==> src/rtl/window_pkg.sv <==
// Shared types and width helpers for the 3x3 pixel window generator.
package window_pkg;

    typedef logic [7:0] pixel_t;

    typedef enum logic [1:0] {
        IDLE   = 2'd0,
        FILL   = 2'd1,
        STREAM = 2'd2,
        DRAIN  = 2'd3
    } win_state_t;

    // Width of a counter that must hold values 0..n-1 (never narrower than 1 bit).
    function automatic int cnt_width(input int n);
        return (n > 1) ? $clog2(n) : 1;
    endfunction

endpackage

==> src/rtl/pixel_window_gen_line_delay.sv <==
// Line delay for the window generator: DEPTH-stage pixel shift register advanced on en.
module line_delay
    import window_pkg::*;
#(
    parameter int DEPTH = 64
) (
    input  logic   clock,
    input  logic   en,
    input  pixel_t din,
    output pixel_t dout
);

    pixel_t mem [DEPTH];

    // NOTE: the line storage is deliberately left unreset; stale contents are
    // always masked at the output until the new frame has overwritten them.
    always_ff @(posedge clock) begin
        if (en) begin
            mem[0] <= din;
            for (int i = 1; i < DEPTH; i++) begin
                mem[i] <= mem[i-1];
            end
        end
    end

    assign dout = mem[DEPTH-1];

endmodule

==> src/rtl/pixel_window_gen.sv <==
// Streaming 3x3 neighbourhood generator: raster pixels in, one zero-padded window per pixel out.
module pixel_window_gen
    import window_pkg::*;
#(
    parameter int IMG_W = 64,
    parameter int IMG_H = 48
) (
    input  logic   clock,
    input  logic   rst,
    input  pixel_t in_pixel,
    input  logic   in_valid,
    input  logic   in_sof,
    output logic   in_ready,
    output pixel_t pixel_pp,
    output pixel_t pixel_p0,
    output pixel_t pixel_pm,
    output pixel_t pixel_0p,
    output pixel_t pixel_0m,
    output pixel_t pixel_mp,
    output pixel_t pixel_m0,
    output pixel_t pixel_mm,
    output logic   on_edge,
    output logic   out_valid,
    output logic   out_eof
);

    localparam int IDX_W = cnt_width(IMG_W * IMG_H);
    localparam int COL_W = cnt_width(IMG_W);
    localparam int ROW_W = cnt_width(IMG_H);
    localparam int DRN_W = cnt_width(IMG_W + 1);

    localparam logic [IDX_W-1:0] FILL_LAST  = IDX_W'(IMG_W);
    localparam logic [IDX_W-1:0] FRAME_LAST = IDX_W'(IMG_W * IMG_H - 1);
    localparam logic [DRN_W-1:0] DRN_LAST   = DRN_W'(IMG_W);
    localparam logic [COL_W-1:0] COL_LAST   = COL_W'(IMG_W - 1);
    localparam logic [ROW_W-1:0] ROW_LAST   = ROW_W'(IMG_H - 1);

    win_state_t       state;
    logic [IDX_W-1:0] in_idx;
    logic [DRN_W-1:0] drn_cnt;
    logic [ROW_W-1:0] row;
    logic [COL_W-1:0] col;

    logic   accept, sof_acc, push, emit, last_drain;
    logic   m_row, p_row, m_col, p_col;
    pixel_t push_pix, ld1_out, ld2_out;
    pixel_t r0 [2];
    pixel_t r1 [2];
    pixel_t r2 [2];

    assign in_ready   = (state != DRAIN);
    assign accept     = in_valid && in_ready;
    assign sof_acc    = accept && in_sof;
    assign push       = (state == DRAIN) || (accept && (state != IDLE || in_sof));
    assign push_pix   = (state == DRAIN) ? pixel_t'(0) : in_pixel;
    assign emit       = (state == DRAIN) || (state == STREAM && accept && !in_sof);
    assign last_drain = (state == DRAIN) && (drn_cnt == DRN_LAST);

    // Delay line of 2*IMG_W+3 taps: three short rows joined by two line delays.
    line_delay #(.DEPTH(IMG_W)) u_line1 (.clock(clock), .en(push), .din(push_pix), .dout(ld1_out));
    line_delay #(.DEPTH(IMG_W)) u_line2 (.clock(clock), .en(push), .din(ld1_out),  .dout(ld2_out));

    always_ff @(posedge clock) begin
        if (push) begin
            r0[0] <= push_pix;
            r0[1] <= r0[0];
            r1[0] <= ld1_out;
            r1[1] <= r1[0];
            r2[0] <= ld2_out;
            r2[1] <= r2[0];
        end
    end

    always_ff @(posedge clock) begin
        if (rst) begin
            state   <= IDLE;
            in_idx  <= '0;
            drn_cnt <= '0;
        end else begin
            case (state)
                IDLE: begin
                    if (sof_acc) begin
                        in_idx <= IDX_W'(1);
                        state  <= FILL;
                    end
                end
                FILL, STREAM: begin
                    if (sof_acc) begin
                        in_idx <= IDX_W'(1);
                        state  <= FILL;
                    end else if (accept) begin
                        in_idx <= in_idx + 1'b1;
                        if (state == FILL && in_idx == FILL_LAST) begin
                            state <= STREAM;
                        end else if (state == STREAM && in_idx == FRAME_LAST) begin
                            state   <= DRAIN;
                            drn_cnt <= '0;
                        end
                    end
                end
                DRAIN: begin
                    drn_cnt <= drn_cnt + 1'b1;
                    if (last_drain) begin
                        state <= IDLE;
                    end
                end
                default: state <= IDLE;
            endcase
        end
    end

    // Centre coordinates of the next window to be emitted.
    always_ff @(posedge clock) begin
        if (rst || sof_acc) begin
            row <= '0;
            col <= '0;
        end else if (emit) begin
            if (col == COL_LAST) begin
                col <= '0;
                row <= (row == ROW_LAST) ? '0 : row + 1'b1;
            end else begin
                col <= col + 1'b1;
            end
        end
    end

    assign m_row = (row == '0);
    assign p_row = (row == ROW_LAST);
    assign m_col = (col == '0);
    assign p_col = (col == COL_LAST);

    // Taps are taken from the post-push values so the window lands one cycle after its pixel.
    always_ff @(posedge clock) begin
        if (rst) begin
            out_valid <= 1'b0;
            out_eof   <= 1'b0;
            on_edge   <= 1'b0;
            pixel_pp  <= '0;
            pixel_p0  <= '0;
            pixel_pm  <= '0;
            pixel_0p  <= '0;
            pixel_0m  <= '0;
            pixel_mp  <= '0;
            pixel_m0  <= '0;
            pixel_mm  <= '0;
        end else begin
            out_valid <= emit;
            out_eof   <= last_drain;
            on_edge   <= emit && (m_row || p_row || m_col || p_col);
            if (emit) begin
                pixel_pp <= (p_col || p_row) ? '0 : push_pix;
                pixel_0p <= p_row            ? '0 : r0[0];
                pixel_mp <= (m_col || p_row) ? '0 : r0[1];
                pixel_p0 <= p_col            ? '0 : ld1_out;
                pixel_m0 <= m_col            ? '0 : r1[1];
                pixel_pm <= (p_col || m_row) ? '0 : ld2_out;
                pixel_0m <= m_row            ? '0 : r2[0];
                pixel_mm <= (m_col || m_row) ? '0 : r2[1];
            end
        end
    end

endmodule

==> config.mk <==
export PLATFORM = sky130hd
export DESIGN_NAME = pixel_window_gen
export DESIGN_NICKNAME = d
export VERILOG_FILES = /design/src/rtl/window_pkg.sv /design/src/rtl/pixel_window_gen_line_delay.sv /design/src/rtl/pixel_window_gen.sv
export SDC_FILE = /design/constraint.sdc
export NUM_CORES = 1
export LEC_CHECK = 0
export CAP_MARGIN = 20
export CORE_MARGIN = 2
export CORE_UTILIZATION = 44
export DETAILED_ROUTE_END_ITERATION = 10
export DONT_BUFFER_PORTS = 1
export GPL_TIMING_DRIVEN = 0
export SLEW_MARGIN = 20
export SYNTH_ARGS = -nofsm -noshare
export SYNTH_HDL_FRONTEND = slang
export SYNTH_HIERARCHICAL = 1
export SYNTH_SLANG_ARGS = --single-unit
==> constraint.sdc <==
create_clock -name clock -period 40.2 [get_ports clock]
set_clock_uncertainty 0.15 [all_clocks]
set_input_delay 6.03 -clock clock [delete_from_list [all_inputs] [get_ports clock]]
set_output_delay 6.03 -clock clock [all_outputs]
set_load 0.02 [all_outputs]
==> results.md, run 1 <==
* Outcome: finished clean
* Post-CTS resize count at 0
* Die width at 292 um
* Max incr delay on CP at 0.48 ns
* Part of the power in registers at 58.6%
* EDFF count, synth at 1072
* Switching Share at 19.1%
* Routed Antenna Nets at 0
* Iter 0 DRT Violations at 1399
* Critical-path top delay cell: nand2_4
* WP buf/inv at 5
* Crit path kind: primary input to register
* Hpwl dp at 28.6 mm
* Final GP Congestion at 0.793
* Syn Area/Cell at 23.3 um^2
* Critical path cell sequence: nand2b_1, nand2_1, nand2_4, buf_12, buf_16, buf_16, buf_16, buf_12
* Die area at 85300 um^2
* Synth area leader: edfxtp_1
* # setup viols final at 0
* Internal power at 2010 uW
* Largest net degree at the start of global routing at 66
* Hold Buf Count CTS at 0
* Final hold viol count at 0
* Register area share after synthesis at 93.7%
* Mapped cell area at 36500 um^2
* Chip height at 292 um
* LEAKAGE at 0.0136 uW
* Root Driver: clkbuf_16
* Detailed Route WL at 51.1 mm
* Nets at 1717
* Fin area at 41700 um^2
* WP data arrival at 8.36 ns
* Peak Freq at 122 MHz
* CTS max path bufs at 3
* Fin. max-slew vios at 0
* Worst-margin pin slew at 1.12 ns
* RSZ-0062 raised after global routing: no
* Ys async rst share at 0%
* Area after DPL at 38300 um^2
* Synth area leaders: edfxtp_1, dfxtp_1, a22oi_1
* Drt pass-1 iters at 5
* Synthesis Warnings at 6
* CTS clk-pin slew, worst paths at 0.06 ns
* Max_cap viols at 0
* Number of distinct library cells after synthesis at 54
* Critical Path Source Type: primary input
* Initial antenna violation count at 3
* CTS buffer count at 104
* Share of layout cells above drive strength 1 at 11.7%
* P_sw at 473 uW
* Worst vdd ir at 0.0408 mV
* Mapped Cells at 1567
* H-tree depth at 3
* Pwr Density at 59.4 nW/um^2
* Setup bufs post-CTS at 0
* Skew-Pair Late Insertion Delay at 0.64 ns
* Hold WC Path Type: register to register
* Slew margin rel. at 25.3%
* Core region area at 82100 um^2
* Rows at 105
* Seq cells post-synth at 1172
* Mapped Nets at 1591
* Commonest cells post-synth: edfxtp_1, dfxtp_1, nor2_1
* Ports at 80
* Most used cell, CP: buf_16
* CTS sink cnt at 1172
* WL/cell at 17.9 um
* I/O Buffers at 0
* GR Util All Layers at 11.9%
* Syn-to-layout area delta at 14.3%
* Synth Flop Type: edfxtp_1
* Via-to-Cell Ratio at 4.96
* Comb power frac at 2.3%
* Required time of the critical path at 40.37 ns
* Setup TNS at 0 ns
* Largest fanout on the critical path at 62
* CP delay by family, top: buffers and inverters
* Via count at 14100
* Tcrit/Tclk final at 20.4%
* Vias in the first global route at 13600
* Clock group share of total power at 39.0%
* Drc violations at 0
* Synth top area share at 88.2%
* CTS tree: yes
* Worst Setup End Kind: register
* GRT Residual Overflow at 0
* First-pass GRT wire length at 79.0 mm
* Initial Util at 44.4%
* Crit path time final at 8.19 ns
* Count leader, synth: edfxtp_1
==> cell type report <==
| type | count | area [um^2] |
|---|---|---|
| antenna | 1 | 2.50 |
| buffer | 38 | 213 |
| clock buffer | 137 | 2880 |
| clock inverter | 57 | 504 |
| fill | 6336 | 40400 |
| inverter | 15 | 56.3 |
| multi-input combinational | 342 | 2040 |
| sequential | 1172 | 34200 |
| tap | 1070 | 1340 |
| timing repair buffer | 20 | 498 |
==> worst register-to-register path, cell delays in order, from the launching register on <==
cell and delay, ns:
dfxtp_1 0.40, ha_1 0.18, buf_2 0.21, inv_2 0.19, nand2_4 0.52, buf_12 0.34, buf_16 0.32, buf_16 0.34
buf_16 0.32, buf_12 0.31
==> logic make-up after synthesis <==
group | synth area share, %
buffers and inverters | 0.737
XOR/XNOR | 0.312
multiplexers | 0.0583
adder cells (fa/ha/maj) | 0.411
AND/OR/NAND/NOR | 2.78
AO/OA/AOI/OAI | 1.99
flip-flops | 93.7
==> layout by cell type, fill, tap and decap left out, types with 7 or more instances in the layout <==
cell type,count
edfxtp_1,1072
clkbuf_16,109
dfxtp_1,100
nor2_1,88
a22oi_1,57
nand2_1,38
clkbuf_1,37
a21oi_1,23
clkinv_1,22
clkinv_2,19
buf_4,16
inv_1,14
nor3_1,13
buf_16,13
nand3_1,12
nor2b_1,12
ha_1,12
o21ai_0,9
bufinv_16,9
xnor2_1,8
buf_2,7
buf_12,7
==> flip-flops by register name (all words and copies together), names as in the netlist, 7 cells and up <==
signal / cells
pixel_0p: 8
pixel_p0: 8
in_idx: 12
pixel_mm: 8
pixel_pm: 8
u_line1/mem: 512
pixel_m0: 8
drn_cnt: 7
pixel_mp: 8
u_line2/mem: 512
r2: 16
pixel_pp: 8
r1: 16
r0: 16
pixel_0m: 8
==> per-layer routing <==
metal	GRT usage, %	up-vias	routed length (um)	part of all wire (%)
met1	18.7	7219	24900	49
met2	15.5	427	20600	40
met3	3.55	106	4270	8.4
met4	4.17	0	1280	2.5
met5	0	-	0	0
li1	-	6390	-	-
==> worst paths after layout <==
path	start	to	slack, ns	cells past startpoint
max	in_sof	u_line1/mem[0][38]	32.01	8
min reg2reg	u_line2/mem[1][108]	u_line2/mem[1][116]	0.26	0
max reg2reg	state[0]	u_line1/mem[0][38]	36.58	9
min	u_line2/mem[1][108]	u_line2/mem[1][116]	0.26	0
==> metrics by stage <==
step / hold WS, ns / utilization, % / worst slack (ns) / total power [uW] / cells
6_report: 0.255 / 50.8 / 32.01 / 2480 / 2852
5_1_grt: 0.263 / 50.8 / 31.80 / 2570 / 2851
4_1_cts: 0.257 / 50.8 / 32.02 / 2510 / 2851
3_5_place_dp: 0.255 / 46.7 / 31.32 / 1540 / 2657
3_3_place_gp: 0.253 / 46.1 / 1.95 / 1670 / 2637
2_1_floorplan: 0.250 / - / 9.30 / 1610 / 1567
==> power by group through the flow <==
stage	sequential (uW)	combinational, uW	clock [uW]
6_report	1450	58.2	967
3_5_place_dp	1480	59.6	0
5_1_grt	1460	64.5	1050
4_1_cts	1450	59.3	999
3_3_place_gp	1620	45.3	0
2_1_floorplan	1580	34.0	0
Note: power is estimated with default switching activity, not from simulation.
==> inputs of run 2 (changes only) <==
Clock period 40.2 ns to 8.3 ns, I/O delays scaled along.
==> results.md, run 2 (synthesis results as in run 1) <==
* Outcome: finished clean
* Critical-path top delay cell: buf_16
* Nets at 1707
* LEAKAGE at 0.0136 uW
* Core region area at 82100 um^2
* Ports at 80
* WP data arrival at 3.37 ns
* CTS buffer count at 103
* First-pass GRT wire length at 79.5 mm
* CTS tree: yes
* Hold Buf Count CTS at 0
* CTS sink cnt at 1172
* Die width at 292 um
* Final GP Congestion at 0.775
* Syn-to-layout area delta at 14.5%
* CTS clk-pin slew, worst paths at 0.06 ns
* Fin. max-slew vios at 0
* Critical path cell sequence: ha_1, buf_2, inv_2, nand2_8, buf_16, buf_16, buf_16
* Area after DPL at 38100 um^2
* Root Driver: clkbuf_16
* FF-to-FF setup slack at 5.06 ns
* Storage cell area at 34200 um^2
* GRT Residual Overflow at 0
* Setup bufs post-CTS at 0
* Post-CTS resize count at 0
* RSZ-0062 raised after global routing: no
* CTS max path bufs at 3
* Max incr delay on CP at 0.43 ns
* Worst Setup End Kind: register
* Hold WC Path Type: register to register
* I/O Buffers at 0
* # setup viols final at 0
* Rows at 105
* Hpwl dp at 28.2 mm
* GR Util All Layers at 11.9%
* Drt pass-1 iters at 6
* Vias in the first global route at 13700
* WL/cell at 18.1 um
* CP delay by family, top: buffers and inverters
* Layout fillers at 6325
* Crit path time final at 3.24 ns
* Largest fanout on the critical path at 106
* Share of layout cells above drive strength 1 at 11.7%
* Initial Util at 44.4%
* Worst-margin pin slew at 1.13 ns
* Layout Utilization at 50.9%
* Pwr Density at 294 nW/um^2
* Worst vdd ir at 0.166 mV
* Required time of the critical path at 8.43 ns
* Iter 0 DRT Violations at 1442
* Drc violations at 0
* WP buf/inv at 5
* H-tree depth at 3
* Routed Antenna Nets at 0
* Critical Path Source Type: register
* Peak Freq at 309 MHz
* Tcrit/Tclk final at 39.0%
* Largest net degree at the start of global routing at 115
* Detailed Route WL at 51.4 mm
* Final hold viol count at 0
* Fin area at 41800 um^2
* Initial antenna violation count at 0
* Chip height at 292 um
* Via count at 14100
* Worst Hold Margin at 0.261 ns
* Most used cell, CP: buf_16
* Multi-input logic area at 2050 um^2
* Die area at 85300 um^2
* Max_cap viols at 0
* Via-to-Cell Ratio at 4.95
* Commonest non-fill, non-tap cell in the layout: edfxtp_1
* Skew-Pair Late Insertion Delay at 0.65 ns
* Crit path kind: register to register
* Most frequent cells in the layout: edfxtp_1, clkbuf_16, dfxtp_1
* Setup TNS at 0 ns
* Top Registers: u_line1/mem (512), u_line2/mem (512)
* Slew margin rel. at 24.6%
==> run 2: cell types whose count changed in the layout (fill, tap and decap cells not counted), moves of 3 or more <==
cell / delta
bufinv_16: +8
clkinv_1: -7
buf_12: -7
clkinvlp_4: -3
==> run 2: metal layers <==
layer / GRT usage [%] / wire length [um]
met1: 18.7 / 25600
met2: 15.3 / 20400
met3: 4.48 / 4390
met4: 3.65 / 1010
met5: 0 / 0
==> run 2: power breakdown <==
group          switching, uW  total [uW]  internal (uW)  leakage [uW]
clock network           1990        4950           2970       0.00177
registers                110        7050           6940        0.0109
logic                    215         260           45.2      0.000880
total                   2310       12300           9950        0.0136
==> run 2: stage by stage <==
stage                     total power (uW)  instances  setup slack [ns]
final                                12300       2845              5.06
after global routing                 12700       2844              4.80
after CTS                            12400       2844              5.00
after detailed placement              7430       2648              4.49
after global placement                7490       2637             0.638
after floorplan                       7370       1567              2.02
==> run 2: path summary, 6_finish.rpt <==
check                                    startpoint                   to  cells past startpoint
worst max-delay path                       state[1]   u_line1/mem[0][84]                      7
worst min-delay path            u_line1/mem[1][244]  u_line1/mem[1][252]                      0
worst max register to register             state[1]   u_line1/mem[0][84]                      7
worst min register to register  u_line1/mem[1][244]  u_line1/mem[1][252]                      0
==> run 2: layout make-up <==
type	count	area share, %
buffer	38	0.509
sequential	1172	81.9
tap	1070	3.21
clock inverter	58	1.74
multi-input combinational	342	4.92
timing repair buffer	11	0.725
antenna	1	0.00599
clock buffer	138	6.88
inverter	15	0.135
